<file path="src/rtl/traffic_phase_scheduler.sv">
// ============================================================================
// Module      : traffic_phase_scheduler
// Description : Two-road intersection controller. Road A rests in green and
//               road B is served on demand. Includes a pedestrian walk phase
//               and emergency preemption toward road A. Each phase is timed
//               by a saturating duration counter.
// Revision    : 1.0 - initial release
// ============================================================================
`timescale 1ns/1ps
`default_nettype none

module traffic_phase_scheduler #(
    parameter int GREEN_MIN = 8,
    parameter int GREEN_MAX = 20,
    parameter int YELLOW_T  = 3,
    parameter int ALLRED_T  = 2,
    parameter int WALK_T    = 6,
    parameter int CNT_W     = 8
) (
    input  logic       clk,
    input  logic       reset,
    input  logic       Sa,
    input  logic       Sb,
    input  logic       ped_req,
    input  logic       emerg_a,
    output logic       Ra,
    output logic       Ya,
    output logic       Ga,
    output logic       Rb,
    output logic       Yb,
    output logic       Gb,
    output logic       walk,
    output logic [2:0] phase,
    output logic       ped_pending
);

    // Phase encodings; the value is exported directly on the phase output
    localparam logic [2:0] c_A_GREEN  = 3'd0;
    localparam logic [2:0] c_A_YELLOW = 3'd1;
    localparam logic [2:0] c_ALLRED_AB = 3'd2;
    localparam logic [2:0] c_B_GREEN  = 3'd3;
    localparam logic [2:0] c_B_YELLOW = 3'd4;
    localparam logic [2:0] c_ALLRED_BA = 3'd5;
    localparam logic [2:0] c_PED_WALK = 3'd6;

    // Counter thresholds: an exit fires on the edge where cnt reaches T-1
    localparam logic [CNT_W-1:0] c_GMIN_LAST   = CNT_W'(GREEN_MIN - 1);
    localparam logic [CNT_W-1:0] c_GMAX_LAST   = CNT_W'(GREEN_MAX - 1);
    localparam logic [CNT_W-1:0] c_YELLOW_LAST = CNT_W'(YELLOW_T - 1);
    localparam logic [CNT_W-1:0] c_ALLRED_LAST = CNT_W'(ALLRED_T - 1);
    localparam logic [CNT_W-1:0] c_WALK_LAST   = CNT_W'(WALK_T - 1);
    localparam logic [CNT_W-1:0] c_CNT_MAX     = {CNT_W{1'b1}};

    logic [2:0]       r_state;
    logic [CNT_W-1:0] r_cnt;
    logic             r_ped_pending;
    logic             r_ret_b;        // walk was entered on the way to road B

    logic [2:0]       w_next_state;
    logic             w_next_ret_b;
    logic             w_state_change;
    logic             w_enter_walk;
    logic             w_gmin_done;

    assign w_gmin_done = (r_cnt >= c_GMIN_LAST);

    // Next-phase selection from current phase, elapsed time and requests
    always_comb begin
        w_next_state = r_state;
        w_next_ret_b = r_ret_b;
        case (r_state)
            c_A_GREEN: begin
                if (w_gmin_done && (Sb || r_ped_pending) && !emerg_a)
                    w_next_state = c_A_YELLOW;
            end
            c_A_YELLOW: begin
                if (r_cnt == c_YELLOW_LAST)
                    w_next_state = c_ALLRED_AB;
            end
            c_ALLRED_AB: begin
                if (r_cnt == c_ALLRED_LAST) begin
                    if (r_ped_pending && !emerg_a) begin
                        w_next_state = c_PED_WALK;
                        w_next_ret_b = 1'b1;
                    end else if (emerg_a) begin
                        w_next_state = c_A_GREEN;
                    end else begin
                        w_next_state = c_B_GREEN;
                    end
                end
            end
            c_B_GREEN: begin
                if (emerg_a || (r_cnt == c_GMAX_LAST) ||
                    (w_gmin_done && (!Sb || Sa || r_ped_pending)))
                    w_next_state = c_B_YELLOW;
            end
            c_B_YELLOW: begin
                if (r_cnt == c_YELLOW_LAST)
                    w_next_state = c_ALLRED_BA;
            end
            c_ALLRED_BA: begin
                if (r_cnt == c_ALLRED_LAST) begin
                    if (r_ped_pending && !emerg_a) begin
                        w_next_state = c_PED_WALK;
                        w_next_ret_b = 1'b0;
                    end else begin
                        w_next_state = c_A_GREEN;
                    end
                end
            end
            c_PED_WALK: begin
                if (r_cnt == c_WALK_LAST) begin
                    if (r_ret_b && Sb && !emerg_a)
                        w_next_state = c_B_GREEN;
                    else
                        w_next_state = c_A_GREEN;
                end
            end
            default: w_next_state = c_A_GREEN;
        endcase
    end

    assign w_state_change = (w_next_state != r_state);
    assign w_enter_walk   = (w_next_state == c_PED_WALK) && (r_state != c_PED_WALK);

    // Phase register and duration counter (cleared on change, saturating)
    always_ff @(posedge clk) begin
        if (reset) begin
            r_state <= c_A_GREEN;
            r_cnt   <= '0;
            r_ret_b <= 1'b0;
        end else begin
            r_state <= w_next_state;
            r_ret_b <= w_next_ret_b;
            if (w_state_change)
                r_cnt <= '0;
            else if (r_cnt != c_CNT_MAX)
                r_cnt <= r_cnt + 1'b1;
        end
    end

    // Pedestrian request latch; entering the walk phase clears it, and that
    // clear takes priority over a request arriving on the same edge
    always_ff @(posedge clk) begin
        if (reset)
            r_ped_pending <= 1'b0;
        else if (w_enter_walk)
            r_ped_pending <= 1'b0;
        else if (ped_req && (r_state != c_PED_WALK))
            r_ped_pending <= 1'b1;
    end

    // Moore lamp decode; an unreachable encoding shows all-red for safety
    always_comb begin
        Ra   = 1'b0;
        Ya   = 1'b0;
        Ga   = 1'b0;
        Rb   = 1'b0;
        Yb   = 1'b0;
        Gb   = 1'b0;
        walk = 1'b0;
        case (r_state)
            c_A_GREEN:  begin Ga = 1'b1; Rb = 1'b1; end
            c_A_YELLOW: begin Ya = 1'b1; Rb = 1'b1; end
            c_B_GREEN:  begin Gb = 1'b1; Ra = 1'b1; end
            c_B_YELLOW: begin Yb = 1'b1; Ra = 1'b1; end
            c_PED_WALK: begin Ra = 1'b1; Rb = 1'b1; walk = 1'b1; end
            default:    begin Ra = 1'b1; Rb = 1'b1; end
        endcase
    end

    assign phase       = r_state;
    assign ped_pending = r_ped_pending;

endmodule

`default_nettype wire
</file>
<file path="config.mk">
export PLATFORM = sky130hd
export DESIGN_NAME = traffic_phase_scheduler
export DESIGN_NICKNAME = d
export VERILOG_FILES = /design/src/rtl/traffic_phase_scheduler.sv
export SDC_FILE = /design/constraint.sdc
export NUM_CORES = 1
export LEC_CHECK = 0
export BUFFER_PORTS_ARGS = -buffer_cell sky130_fd_sc_hd__buf_2
export CAP_MARGIN = 25
export CORE_MARGIN = 2
export CORE_UTILIZATION = 50
export CTS_BUF_LIST = sky130_fd_sc_hd__clkbuf_4
export CTS_CLUSTER_SIZE = 30
export DETAILED_ROUTE_END_ITERATION = 10
export GPL_TIMING_DRIVEN = 0
export HOLD_SLACK_MARGIN = 0.06
export PLACE_DENSITY = 0.81
export SLEW_MARGIN = 30
export SYNTH_ARGS = -nofsm -noshare
export SYNTH_HDL_FRONTEND = slang
export SYNTH_SLANG_ARGS = --single-unit
export TNS_END_PERCENT = 100
</file>
<file path="constraint.sdc">
create_clock -name clk -period 4.6 [get_ports clk]
set_clock_uncertainty 0.2 [all_clocks]
set_input_delay 0.69 -clock clk [delete_from_list [all_inputs] [get_ports clk]]
set_output_delay 0.69 -clock clk [all_outputs]
set_load 0.005 [all_outputs]
</file>
==> impl.org <==
** Status
- Result of the run :: complete, no violations

** Floorplanning
- The die covers 2270 um^2.
- The initial utilization of the core area, before any placement, comes to 0.539.
- Die Span Y :: 47.6 um
- Core area :: 1760 um^2
- Count of boundary I/O pins :: 17
- Measured along the x axis, the die boundary spans 47.6 um.
- The floorplan has 15 rows.

** Timing
- At the pin with the least slew margin, the transition time is 0.497 ns.
- Final hold violation count :: 0
- Rel. slew slack :: 0.668
- The total count of max-transition violations in the final report came to 0.
- For the final routed database, the setup TNS stands at 0 ns.
- Period utilisation layout :: 0.574
- Based on the critical path, the design can be clocked at up to 379 MHz.
- Setup repair after global routing left no endpoint under its margin.
- Setup violations remaining at the end of the flow were counted as 0.
- Final min period :: 2.64 ns

** Clocking
- Clk root buf :: sky130_fd_sc_hd__clkbuf_4
- The clock reaches the later pin of the worst-skew pair after 0.29 ns.
- Post-CTS repair changed the size of 0 cells.
- The number of setup buffers added after CTS is 0.
- TritonCTS clock tree :: yes
- Counting along the longest clock path gives a buffer depth of 2.
- Post-CTS Hold Fix Bufs :: 0
- Clock-pin slew was measured on the worst setup and hold paths at 0.09 ns.
- The clock drives 13 sinks.
- In this run the number of H-tree levels came out at 1.
- Total clock buffers created by CTS :: 3

** GRT
- First-pass GRT wire length :: 3720 um
- Congestion Overflow GR :: 0
- Number of antenna violations at the first check in global routing :: 0
- Entering global routing, the biggest net connects 11 pins.
- Via count of the first global-routing pass :: 867
- Global-route usage over all layers :: 0.231

** Synth
- Area contributors post-synth :: sky130_fd_sc_hd__dfxtp_1, sky130_fd_sc_hd__nor2_1, sky130_fd_sc_hd__nand2_1
- Of the post-synthesis cell area, the dominant cell type holds 0.274.
- For this run, the number of Yosys warnings is 0.
- Most instantiated flip-flop cell in the synthesis netlist :: sky130_fd_sc_hd__dfxtp_1
- Number of flops mapped to enable cells by yosys :: 0
- The cell area that synthesis handed to floorplanning was 951 um^2.
- Net count after synthesis :: 136
- Synthesis-stage register bit count :: 13
- Share of flip-flops with an asynchronous set or reset after synthesis :: 0
- Synthesis instantiated 39 different standard cells from the library.
- A synthesized cell averages 7.49 um^2.
- Cell count after synthesis :: 127
- Cell type contributing the most total cell area after synthesis :: sky130_fd_sc_hd__dfxtp_1
- The share of the Yosys chip area taken by registers is 0.274.

** Worst setup path
- STA classifies the critical path endpoint as an output port.
- Largest fanout on the critical path :: 10
- In this design, the stage delay of the slowest critical-path cell is 0.48 ns.
- Data required, critical path :: 3.71 ns
- Crit path cell chain :: clkinv_1, nor3b_1, nor2_1, buf_2
- For the worst setup path, the data arrival time is 1.75 ns.
- CP startpoint kind :: flip-flop
- Among all stages on the critical path, the largest delay is contributed by sky130_fd_sc_hd__dfxtp_1.
- Type of the worst setup path :: reg -> out

** Layout
- Sequential Area :: 260 um^2
- Count of filler cells inserted in the layout :: 188
- The number of antenna diodes in the final layout is 0.
- Compared with the post-synthesis result, the final layout area differs by 14.6%.
- Total area of multi-input combinational cells :: 634 um^2
- Total Nets Final :: 157
- In the final layout, the share of cells above drive strength 1 is 0.204.
- Layout Cell Area excl Fill :: 1090 um^2

** Routing
- Antenna viol nets, final :: 0
- TritonRoute pass-1 iters :: 4
- Vias post-DR :: 999
- After detailed routing, the average wire length per cell comes to 12.6 um.
- # DRC :: 0
- Using the TritonRoute via totals, the vias-per-cell ratio works out to 5.81.
- Wire length reported by the detailed router :: 2160 um
- Violation count after the first detailed-route iteration :: 21

** Placement
- The placed instances occupy a cell area of 1060 um^2.
- In this run the tool buffered the top-level ports with 16 buffer cells.
- Detailed placement ended at an HPWL of 1690 um.
- Final estimated routing congestion in global placement :: 0.890

** Power and ir drop
- IR analysis of the VDD net gives a maximum drop of 0.251 mV.
- Total leakage power :: 0.436 nW
- Dividing total power by cell area gives a power density of 331 nW/um^2.

** Min path
- Type of the most critical hold path :: reg -> reg

** Job
- Max-cap violations in this run came to 0.
==> metrics by stage <==
step | util | power, mW | hold WS, ns | setup WS, ns | std cells
final | 0.618 | 0.361 | 0.339 | 1.96 | 172
after global routing | 0.618 | 0.389 | 0.376 | 1.75 | 172
after CTS | 0.618 | 0.362 | 0.340 | 1.97 | 172
after detailed placement | 0.602 | 0.286 | 0.322 | 1.98 | 168
after global placement | 0.602 | 0.281 | 0.314 | 2.08 | 168
after floorplan | - | 0.244 | 0.277 | 2.28 | 127
==> metal layers <==
metal  wire length (um)  part of all wire  up-vias  track usage
met5                  0                 0        -            0
met4                 27             0.013        0       0.0595
met3                111             0.051        5       0.0717
met2               1050              0.49       24        0.395
met1                967              0.45      458        0.283
li1                   -                 -      512            -
==> critical path, delay by kind of cell (launching register included) <==
| family | cells | cell delay [ns] |
|---|---|---|
| buf+inv | 2 | 0.47 |
| simple gates | 2 | 0.51 |
| flops | 1 | 0.48 |
==> state kept, by name, indices dropped and copies added, names as in the netlist <==
register / cells
r_cnt: 8
ped_pending: 1
phase: 3
r_ret_b: 1
==> cells in the mapped netlist (3+ instances only) <==
| library cell | number |
|---|---|
| sky130_fd_sc_hd__nor2_1 | 16 |
| sky130_fd_sc_hd__nor3b_1 | 3 |
| sky130_fd_sc_hd__a31oi_1 | 7 |
| sky130_fd_sc_hd__dfxtp_1 | 13 |
| sky130_fd_sc_hd__inv_1 | 6 |
| sky130_fd_sc_hd__nor4_1 | 7 |
| sky130_fd_sc_hd__nand3_1 | 4 |
| sky130_fd_sc_hd__clkbuf_1 | 5 |
| sky130_fd_sc_hd__nor3_1 | 8 |
| sky130_fd_sc_hd__nand2b_1 | 3 |
| sky130_fd_sc_hd__nand2_1 | 12 |
| sky130_fd_sc_hd__a21oi_1 | 6 |
| sky130_fd_sc_hd__ha_1 | 3 |
| sky130_fd_sc_hd__o21ai_0 | 5 |
==> final timing paths <==
| path | startpoint | endpoint | slack, ns | cells after the start |
|---|---|---|---|---|
| worst max-delay path | phase[0]$_SDFF_PP0_ | Rb | 1.96 | 4 |
| worst min-delay path | r_ret_b$_SDFFE_PP0P_ | r_ret_b$_SDFFE_PP0P_ | 0.34 | 2 |
| worst max register to register | r_cnt[5]$_SDFFE_PP0P_ | r_cnt[7]$_SDFFE_PP0P_ | 1.99 | 7 |
| worst min register to register | r_ret_b$_SDFFE_PP0P_ | r_ret_b$_SDFFE_PP0P_ | 0.34 | 2 |
==> final cells by class <==
cell class | instances | share of cell area
tap | 25 | 0.0287
inverter | 7 | 0.0241
sequential | 13 | 0.239
multi-input combinational | 101 | 0.582
timing repair buffer | 16 | 0.0735
clock buffer | 3 | 0.0207
buffer | 6 | 0.0276
clock inverter | 1 | 0.00459
==> kinds of logic after synthesis <==
family,after synthesis,share of synthesized area
mux,1,0.0118
flops,13,0.274
buf+inv,13,0.0592
xor+xnor,1,0.00921
fa+ha+maj,3,0.0395
compound gates,28,0.197
simple gates,68,0.409
==> layout by cell type, fill, tap and decap left out, types with 3 or more instances in the layout <==
master and n:
sky130_fd_sc_hd__nor2_1 16, sky130_fd_sc_hd__buf_2 16, sky130_fd_sc_hd__dfxtp_1 13, sky130_fd_sc_hd__nand2_1 12, sky130_fd_sc_hd__nor3_1 8, sky130_fd_sc_hd__a31oi_1 7, sky130_fd_sc_hd__nor4_1 7, sky130_fd_sc_hd__inv_1 6
sky130_fd_sc_hd__a21oi_1 6, sky130_fd_sc_hd__clkbuf_1 5, sky130_fd_sc_hd__o21ai_0 5, sky130_fd_sc_hd__nand3_1 4, sky130_fd_sc_hd__nor3b_1 3, sky130_fd_sc_hd__nand2b_1 3, sky130_fd_sc_hd__ha_1 3, sky130_fd_sc_hd__clkbuf_4 3
==> where the power goes <==
part / switching [mW] / leakage (nW) / internal, mW
Sequential: 0.0143 / 0.106 / 0.126
Combinational: 0.0847 / 0.313 / 0.0586
Clock: 0.0454 / 0.0177 / 0.0324
Total: 0.144 / 0.436 / 0.217
(Power assumes the default switching activity.)
